[src/rtl/mux2_rr_arbiter.sv]
// Two-requester round-robin arbiter feeding one registered output stage.
// The grant locks to a requester until its LAST beat is accepted (HOLD_LAST=1).
//
// state | meaning
// IDLE  | no packet in flight; grant decided combinationally, PRI breaks ties
// LOCK0 | A0 owns the channel until its LAST beat is accepted
// LOCK1 | A1 owns the channel until its LAST beat is accepted
module mux2_rr_arbiter #(
  parameter int WIDTH     = 32,
  parameter bit HOLD_LAST = 1'b1
) (
  input  logic             CK,
  input  logic             RST,
  input  logic             A0_VALID,
  input  logic [WIDTH-1:0] A0_DATA,
  input  logic             A0_LAST,
  output logic             A0_READY,
  input  logic             A1_VALID,
  input  logic [WIDTH-1:0] A1_DATA,
  input  logic             A1_LAST,
  output logic             A1_READY,
  output logic             Z_VALID,
  output logic [WIDTH-1:0] Z_DATA,
  output logic             Z_LAST,
  input  logic             Z_READY,
  output logic             SL
);

  typedef enum logic [1:0] {
    IDLE  = 2'd0,
    LOCK0 = 2'd1,
    LOCK1 = 2'd2
  } state_t;

  state_t state, state_nxt;
  logic   pri, pri_nxt;
  logic   adv;
  logic   acc0, acc1, acc;
  logic   beat_last, pkt_end;

  assign adv = ~Z_VALID | Z_READY;

  // In IDLE each READY looks only at the other side's VALID and PRI, so the
  // two READYs can both be high when nobody is valid, but never both accept.
  always_comb begin
    A0_READY = 1'b0;
    A1_READY = 1'b0;
    case (state)
      IDLE: begin
        A0_READY = adv & (~A1_VALID | ~pri);
        A1_READY = adv & (~A0_VALID | pri);
      end
      LOCK0:   A0_READY = adv;
      LOCK1:   A1_READY = adv;
      default: begin
        A0_READY = 1'b0;
        A1_READY = 1'b0;
      end
    endcase
  end

  assign acc0      = A0_VALID & A0_READY;
  assign acc1      = A1_VALID & A1_READY;
  assign acc       = acc0 | acc1;
  assign beat_last = acc1 ? A1_LAST : A0_LAST;
  assign pkt_end   = beat_last | ~HOLD_LAST;

  always_comb begin
    state_nxt = state;
    pri_nxt   = pri;
    if (acc) begin
      if (pkt_end) begin
        state_nxt = IDLE;
        pri_nxt   = acc0;
      end else begin
        state_nxt = acc1 ? LOCK1 : LOCK0;
      end
    end
  end

  always_ff @(posedge CK) begin
    if (RST) begin
      state <= IDLE;
      pri   <= 1'b0;
    end else begin
      state <= state_nxt;
      pri   <= pri_nxt;
    end
  end

  // Payload registers hold their value on a drained cycle; only Z_VALID drops.
  always_ff @(posedge CK) begin
    if (RST) begin
      Z_VALID <= 1'b0;
      Z_DATA  <= '0;
      Z_LAST  <= 1'b0;
      SL      <= 1'b0;
    end else if (adv) begin
      Z_VALID <= acc;
      if (acc) begin
        Z_DATA <= acc1 ? A1_DATA : A0_DATA;
        Z_LAST <= pkt_end;
        SL     <= acc1;
      end
    end
  end

endmodule
[config.mk]
export PLATFORM = sky130hd
export DESIGN_NAME = mux2_rr_arbiter
export DESIGN_NICKNAME = d
export VERILOG_FILES = /design/src/rtl/mux2_rr_arbiter.sv
export SDC_FILE = /design/constraint.sdc
export NUM_CORES = 1
export LEC_CHECK = 0
export CAP_MARGIN = 15
export CORE_ASPECT_RATIO = 0.7
export CORE_MARGIN = 2
export CORE_UTILIZATION = 37
export DETAILED_ROUTE_END_ITERATION = 16
export GPL_TIMING_DRIVEN = 1
export PLACE_DENSITY = 0.77
export SYNTH_ARGS = -nofsm -noshare
export SYNTH_HDL_FRONTEND = slang
export SYNTH_SLANG_ARGS = --single-unit
[constraint.sdc]
create_clock -name CK -period 2.1 [get_ports CK]
set_input_delay 0.42 -clock CK [delete_from_list [all_inputs] [get_ports CK]]
set_output_delay 0.42 -clock CK [all_outputs]
set_load 0.01 [all_outputs]
==> impl_metrics.csv, run 1 <==
group,metric,value,unit
die,rows,21,
route,final_antenna_net_count,0,
clock_tree,clk_latency,290,ps
grt,antenna_found_initial,0,
worst_setup_path,worstPathArrival,1580,ps
hold_path,hold_start,"Z_DATA[4]",
run_status,outcome,"finished clean",
placed_design,port_buffers,107,
job,cap_violations,0,
hold_path,min_to,"Z_DATA[4]",
route,wl,5520,um
power,ir_drop,373,uV
timing,finClkSkew,8.54,ps
layout,fin_util,65.8,%
grt,grt_pass1_vias,1810,
worst_setup_path,cp-end-kind,"output port",
route,drt-pass1-iter-count,4,
layout,synthToLayoutAreaGrowth,72.7,%
hold_path,worstHoldPathType,"reg2reg",
grt,grt_use_total,20.7,%
worst_setup_path,path_buf_inv,2,
synth,syn_nets,250,
timing,tightest_slew,688,ps
route,drc_errors,0,
worst_setup_path,r2r_end,"Z_DATA[11]",
clock_tree,cts_tree,"yes",
synth,synth_edf_count,0,
synth,ys_types,25,
synth,synth.largest_area_cell,"dfxtp_1",
timing,fmax,0.501,GHz
timing,whs,486,ps
worst_setup_path,reg2regPathDepth,5,
power,p_per_area,734,mW/mm2
clock_tree,cts_root_buffer,"clkbuf_8",
worst_setup_path,crit_fanout,4,
worst_setup_path,r2r_start,"pri",
placed_design,place.gp.congestion,0.808,
synth,synthTopCellsByCount,"dfxtp_1 (38), nor2_1 (37), nor3_1 (35)",
worst_setup_path,crit_path_cell_trace,"clkdlybuf4s50_1 -> and2b_4 -> nor3_1 -> dlygate4sd2_1",
clock_tree,cts_max_path_buffers,2,
die,dieWidth,87.4,um
timing,setup_viol_count_final,0,
clock_tree,cts_setup_buffers,0,
clock_tree,clk_pin_slew,70,ps
layout,fin_nets,359,
timing,grt_setup_unrepaired,"no",
synth,post-synth-top-count-cell,"dfxtp_1",
timing,fin_crit,2000,ps
worst_setup_path,start_kind,"input pin",
clock_tree,cts_max_level,2,
clock_tree,clock-sinks,38,
timing,hold_viol_final,0,
hold_path,hold_depth,2,
route,wire_per_inst,16.0,um
synth,synth_top_area_share,42.2,%
worst_setup_path,reg2reg_slack,480,ps
route,via_per_inst,5.24,
timing,max_slew_margin,54.0,%
synth,syn-instance-count,179,
route,route.vias.total,1812,
synth,synth_warnings,0,
route,drt_iter0_markers,43,
worst_setup_path,critPathKind,"in2out",
die,die_area,0.00546,mm2
worst_setup_path,crit_slowest_cell,"clkdlybuf4s50_1",
synth,syn_area,0.00180,mm2
worst_setup_path,required,1680,ps
synth,ys_seq_elements,38,
worst_setup_path,cp_top_family,"buffers and inverters",
synth,avgSynthCellArea,10.1,um2
timing,drv_slew,0,
layout,n_antenna_cell,0,
synth,async_reset_ff_share,0,%
placed_design,hpwl,3750,um
synth,synth_area_leaders,"dfxtp_1 (42%), a221oi_2 (25%), nor3_1 (9.7%)",
synth,yosysSeqAreaShare,42.2,%
die,fp.coreArea,0.00473,mm2
timing,timing.final.crit_share,95.1,%
power,p_leak,1.15,nW
die,dieHeight,62.4,um
worst_setup_path,cpPeakStageDelay,460,ps
grt,overflow,0,
grt,grt_pass1_wl,8770,um
grt,grt_max_degree,39,
synth,ys.flop_type,"dfxtp_1",
die,initial_core_util,38.1,%
die,io_pins,108,
layout,drive_above_1_share,19.7,%
clock_tree,cts_buffers,5,
[worst max path at each step]
stage	end	slack (ps)	cells past startpoint	startpoint
4_1_cts	A0_READY	5	5	Z_READY
3_3_place_gp	Z_DATA[9]	-440	6	A0_VALID
2_1_floorplan	Z_DATA[16]	490	6	Z_READY
6_report	A1_READY	100	4	Z_READY
5_1_grt	A1_READY	60	4	Z_READY
3_5_place_dp	Z_DATA[11]	-490	6	A0_VALID
[stage by stage]
| step | instances | TNS (ps) | area (um2) | setup WS, ps | power, mW |
|---|---|---|---|---|---|
| 3_5_place_dp | 337 | -14200 | 2990 | -490 | 1.71 |
| 6_report | 346 | 0 | 3110 | 102 | 2.28 |
| 4_1_cts | 346 | 0 | 3110 | 4.92 | 2.30 |
| 5_1_grt | 346 | 0 | 3110 | 56.0 | 2.42 |
| 3_3_place_gp | 337 | -13060 | 2990 | -443 | 1.70 |
| 2_1_floorplan | 179 | 0 | 1800 | 492 | 1.28 |
[cells by family (layout without fill, tap and decap cells)]
family | Yosys count | in the layout | synth area share [%]
buf+inv | 17 | 126 | 6.04
flops | 38 | 38 | 42.2
compound gates | 41 | 41 | 29.8
simple gates | 83 | 84 | 22.0
[metal layers]
metal	wire (um)	up-vias	global-route usage, %
met2	2480	77	33.4
met1	2500	834	26.1
met5	0	-	0
met3	493	7	8.32
li1	-	894	-
met4	52	0	4.04
[repair_timing]
action	4_1_cts	5_1_grt
pin swaps	1	0
gates cloned	1	0
hold buffers	0	0
resized for setup	3	4
setup endpoints to repair	35	3
[state kept, by name, indices dropped and copies added (netlist names)]
name     cells
SL           1
Z_DATA      32
Z_LAST       1
Z_VALID      1
pri          1
state        2
[worst min-delay path: cells and delay by family, from the launching register on]
kind,cells,cell delay [ps]
flip-flops,1,310
AND/OR/NAND/NOR,2,130
[layout make-up]
| cell class | count | area (um2) |
|---|---|---|
| multi-input combinational | 125 | 961 |
| clock buffer | 8 | 110 |
| tap | 57 | 71.3 |
| fill | 425 | 1620 |
| sequential | 38 | 761 |
| timing repair buffer | 118 | 1210 |
[where the power goes]
part	switching [mW]	internal [mW]
Combinational	0.377	0.462
Clock	0.249	0.332
Sequential	0.0498	0.815
[cell usage in the layout (no fill, tap or decap), drive strengths merged]
cell,n
o21a,1
nor4,1
dfxtp,38
or3,1
nor2b,1
and2b,3
clkdlybuf4s50,105
buf,11
nor3,35
nor3b,1
dlygate4sd2,1
nand3,1
a211oi,1
a32oi,1
a221oi,33
o21ai,1
clkbuf,9
and3,1
a21oi,4
nand2b,2
nor2,38
Power figures use the tool's default switching activity.
==> inputs of run 2 (changes only) <==
--- a/config.mk
+++ b/config.mk
@@ -7,3 +7,3 @@
 export LEC_CHECK = 0
-export CAP_MARGIN = 15
+export CAP_MARGIN = 20
 export CORE_ASPECT_RATIO = 0.7
--- a/constraint.sdc
+++ b/constraint.sdc
@@ -3,2 +3,2 @@
 set_output_delay 0.42 -clock CK [all_outputs]
-set_load 0.01 [all_outputs]
+set_load 0.1 [all_outputs]
==> run 2 against run 1 <==
Clock power down 11%. Worst hold slack better by 3.2 ps. Critical endpoint unchanged. Die area unchanged. Via count up 2.6%. Routed wire length up 2.0%. Fmax down 1.0%. Power up 25%. Setup slack worse by 21 ps. Largest power group is now combinational logic. Sequential cell count unchanged. Register-to-register slack worse by 190 ps. First-iteration DRC count up 81%. Count of clock-buffer cells in the layout down 1.
==> impl_metrics.csv, run 2 (synthesis results as in run 1) <==
group,metric,value,unit
clock_tree,postCtsHoldBufs,0,
grt,grt_pass1_wl,8790,um
power,ir_drop,480,uV
layout,largest_reg_flops,32,
clock_tree,cts_buffers,5,
clock_tree,clk_pin_slew,70,ps
layout,final_common_cell,"clkdlybuf4s50_1",
timing,drv_slew,0,
timing,hold_viol_final,0,
worst_setup_path,critPathKind,"in2out",
layout,largest-register,"Z_DATA",
worst_setup_path,required,1680,ps
placed_design,hpwl,3840,um
timing,timing.final.crit_share,96.1,%
route,wire_per_inst,16.1,um
route,drc_errors,0,
layout,drive_above_1_share,34.2,%
die,initial_core_util,38.1,%
clock_tree,clock-sinks,38,
power,p_per_area,932,mW/mm2
die,die_area,0.00546,mm2
grt,grt-busiest-layer,"met2",
placed_design,post_dp_cell_area,0.00293,mm2
route,drt_iter0_markers,78,
grt,grtUsageMet2,32.8,%
timing,tightest_slew,679,ps
placed_design,port_buffers,107,
clock_tree,cts_root_buffer,"clkbuf_8",
die,fp.coreArea,0.00473,mm2
worst_setup_path,worstPathArrival,1600,ps
die,dieHeight,62.4,um
timing,finClkSkew,2.87,ps
layout,reg_top3,"Z_DATA: 32 flops, state: 2 flops",
timing,fin_crit,2020,ps
layout,fin_nets,362,
grt,grt_use_total,20.4,%
layout,n_antenna_cell,0,
clock_tree,cts_tree,"yes",
job,cap_violations,0,
hold_path,hold_depth,2,
worst_setup_path,start_kind,"input pin",
grt,grt_pass1_vias,1919,
layout,synthToLayoutAreaGrowth,70.4,%
grt,antenna_found_initial,0,
hold_path,worstHoldPathType,"reg2reg",
timing,whs,489,ps
power,p_leak,1.24,nW
route,route.vias.total,1859,
timing,setup_tns,0,ps
timing,setup_viol_count_final,0,
grt,overflow,0,
layout,layout_common_cells,"clkdlybuf4s50_1 (68), buf_4 (45), dfxtp_1 (37)",
clock_tree,cts_max_path_buffers,2,
route,via_per_inst,5.33,
clock_tree,cts_max_level,2,
route,final_antenna_net_count,0,
route,wl,5630,um
run_status,outcome,"finished clean",
timing,max_slew_margin,54.6,%
route,drt-pass1-iter-count,5,
layout,finalInstanceArea,0.00307,mm2
grt,grt_max_degree,39,
clock_tree,clk_latency,280,ps
die,dieWidth,87.4,um
worst_setup_path,reg2regPathDepth,5,
worst_setup_path,crit_fanout,4,
timing,fmax,0.495,GHz
worst_setup_path,cp-end-kind,"output port",
die,io_pins,108,
power,p_total,2.86,mW
grt,use_met1,26.6,%
timing,grt_setup_unrepaired,"no",
placed_design,place.gp.congestion,0.754,
die,rows,21,
grt,globalRouteMet3Util,6.08,%
layout,nFillCells,412,
[run 2: cell count changes in the layout (fill, tap and decap cells not counted), sizes merged]
| cell | delta |
|---|---|
| buf | +40 |
| clkdlybuf4s50 | -37 |
| clkbuf | -2 |
| clkinv | +1 |
| dlymetal6s2s | +1 |
[run 2: metrics by stage]
| step | worst slack (ps) | utilization (%) | cells |
|---|---|---|---|
| finish | 81.2 | 64.9 | 349 |
| floorplan | 135 | - | 179 |
| global placement | -400 | 62.0 | 339 |
| detailed placement | -463 | 62.0 | 339 |
| CTS | 20.6 | 64.5 | 348 |
| global route | 35.6 | 64.9 | 349 |
[run 2: final cells by class]
type | instances | area [um2] | area share (%)
repair buffers | 121 | 1150 | 37.5
flip-flops and latches | 38 | 762 | 24.8
clock inverters | 1 | 5.00 | 0.163
well taps | 57 | 71.3 | 2.32
multi-input cells | 125 | 996 | 32.4
clock buffers | 7 | 86.3 | 2.81
[run 2: final timing paths]
check | startpoint | end | slack [ps]
setup / recovery | A0_VALID | A1_READY | 80
hold / removal | SL | SL | 490
setup reg to reg | state[0] | Z_DATA[11] | 290
hold reg to reg | SL | SL | 490
[run 2: repair_timing]
action | 4_1_cts | 5_1_grt
pin swaps | 1 | 1
buffers inserted | 0 | 2
gates resized for setup | 5 | 4
setup endpoints to repair | 34 | 4
cloned | 1 | 0
[run 2: per-layer routing]
layer	vias up	wire, um
met4	0	39
met3	7	506
met2	81	2490
li1	899	-
met1	872	2590
met5	-	0
[run 2: power by group]
group	internal, mW	total (mW)	switching, mW
clock	0.265	0.516	0.251
combinational	0.454	1.47	1.02
sequential	0.815	0.874	0.0584
total	1.53	2.86	1.33
[run 2: worst max-delay path: stages]
cell             delay, ps
clkdlybuf4s50_1        430
nor3b_4                170
buf_4                  150
nor3_4                 220
buf_12                 200
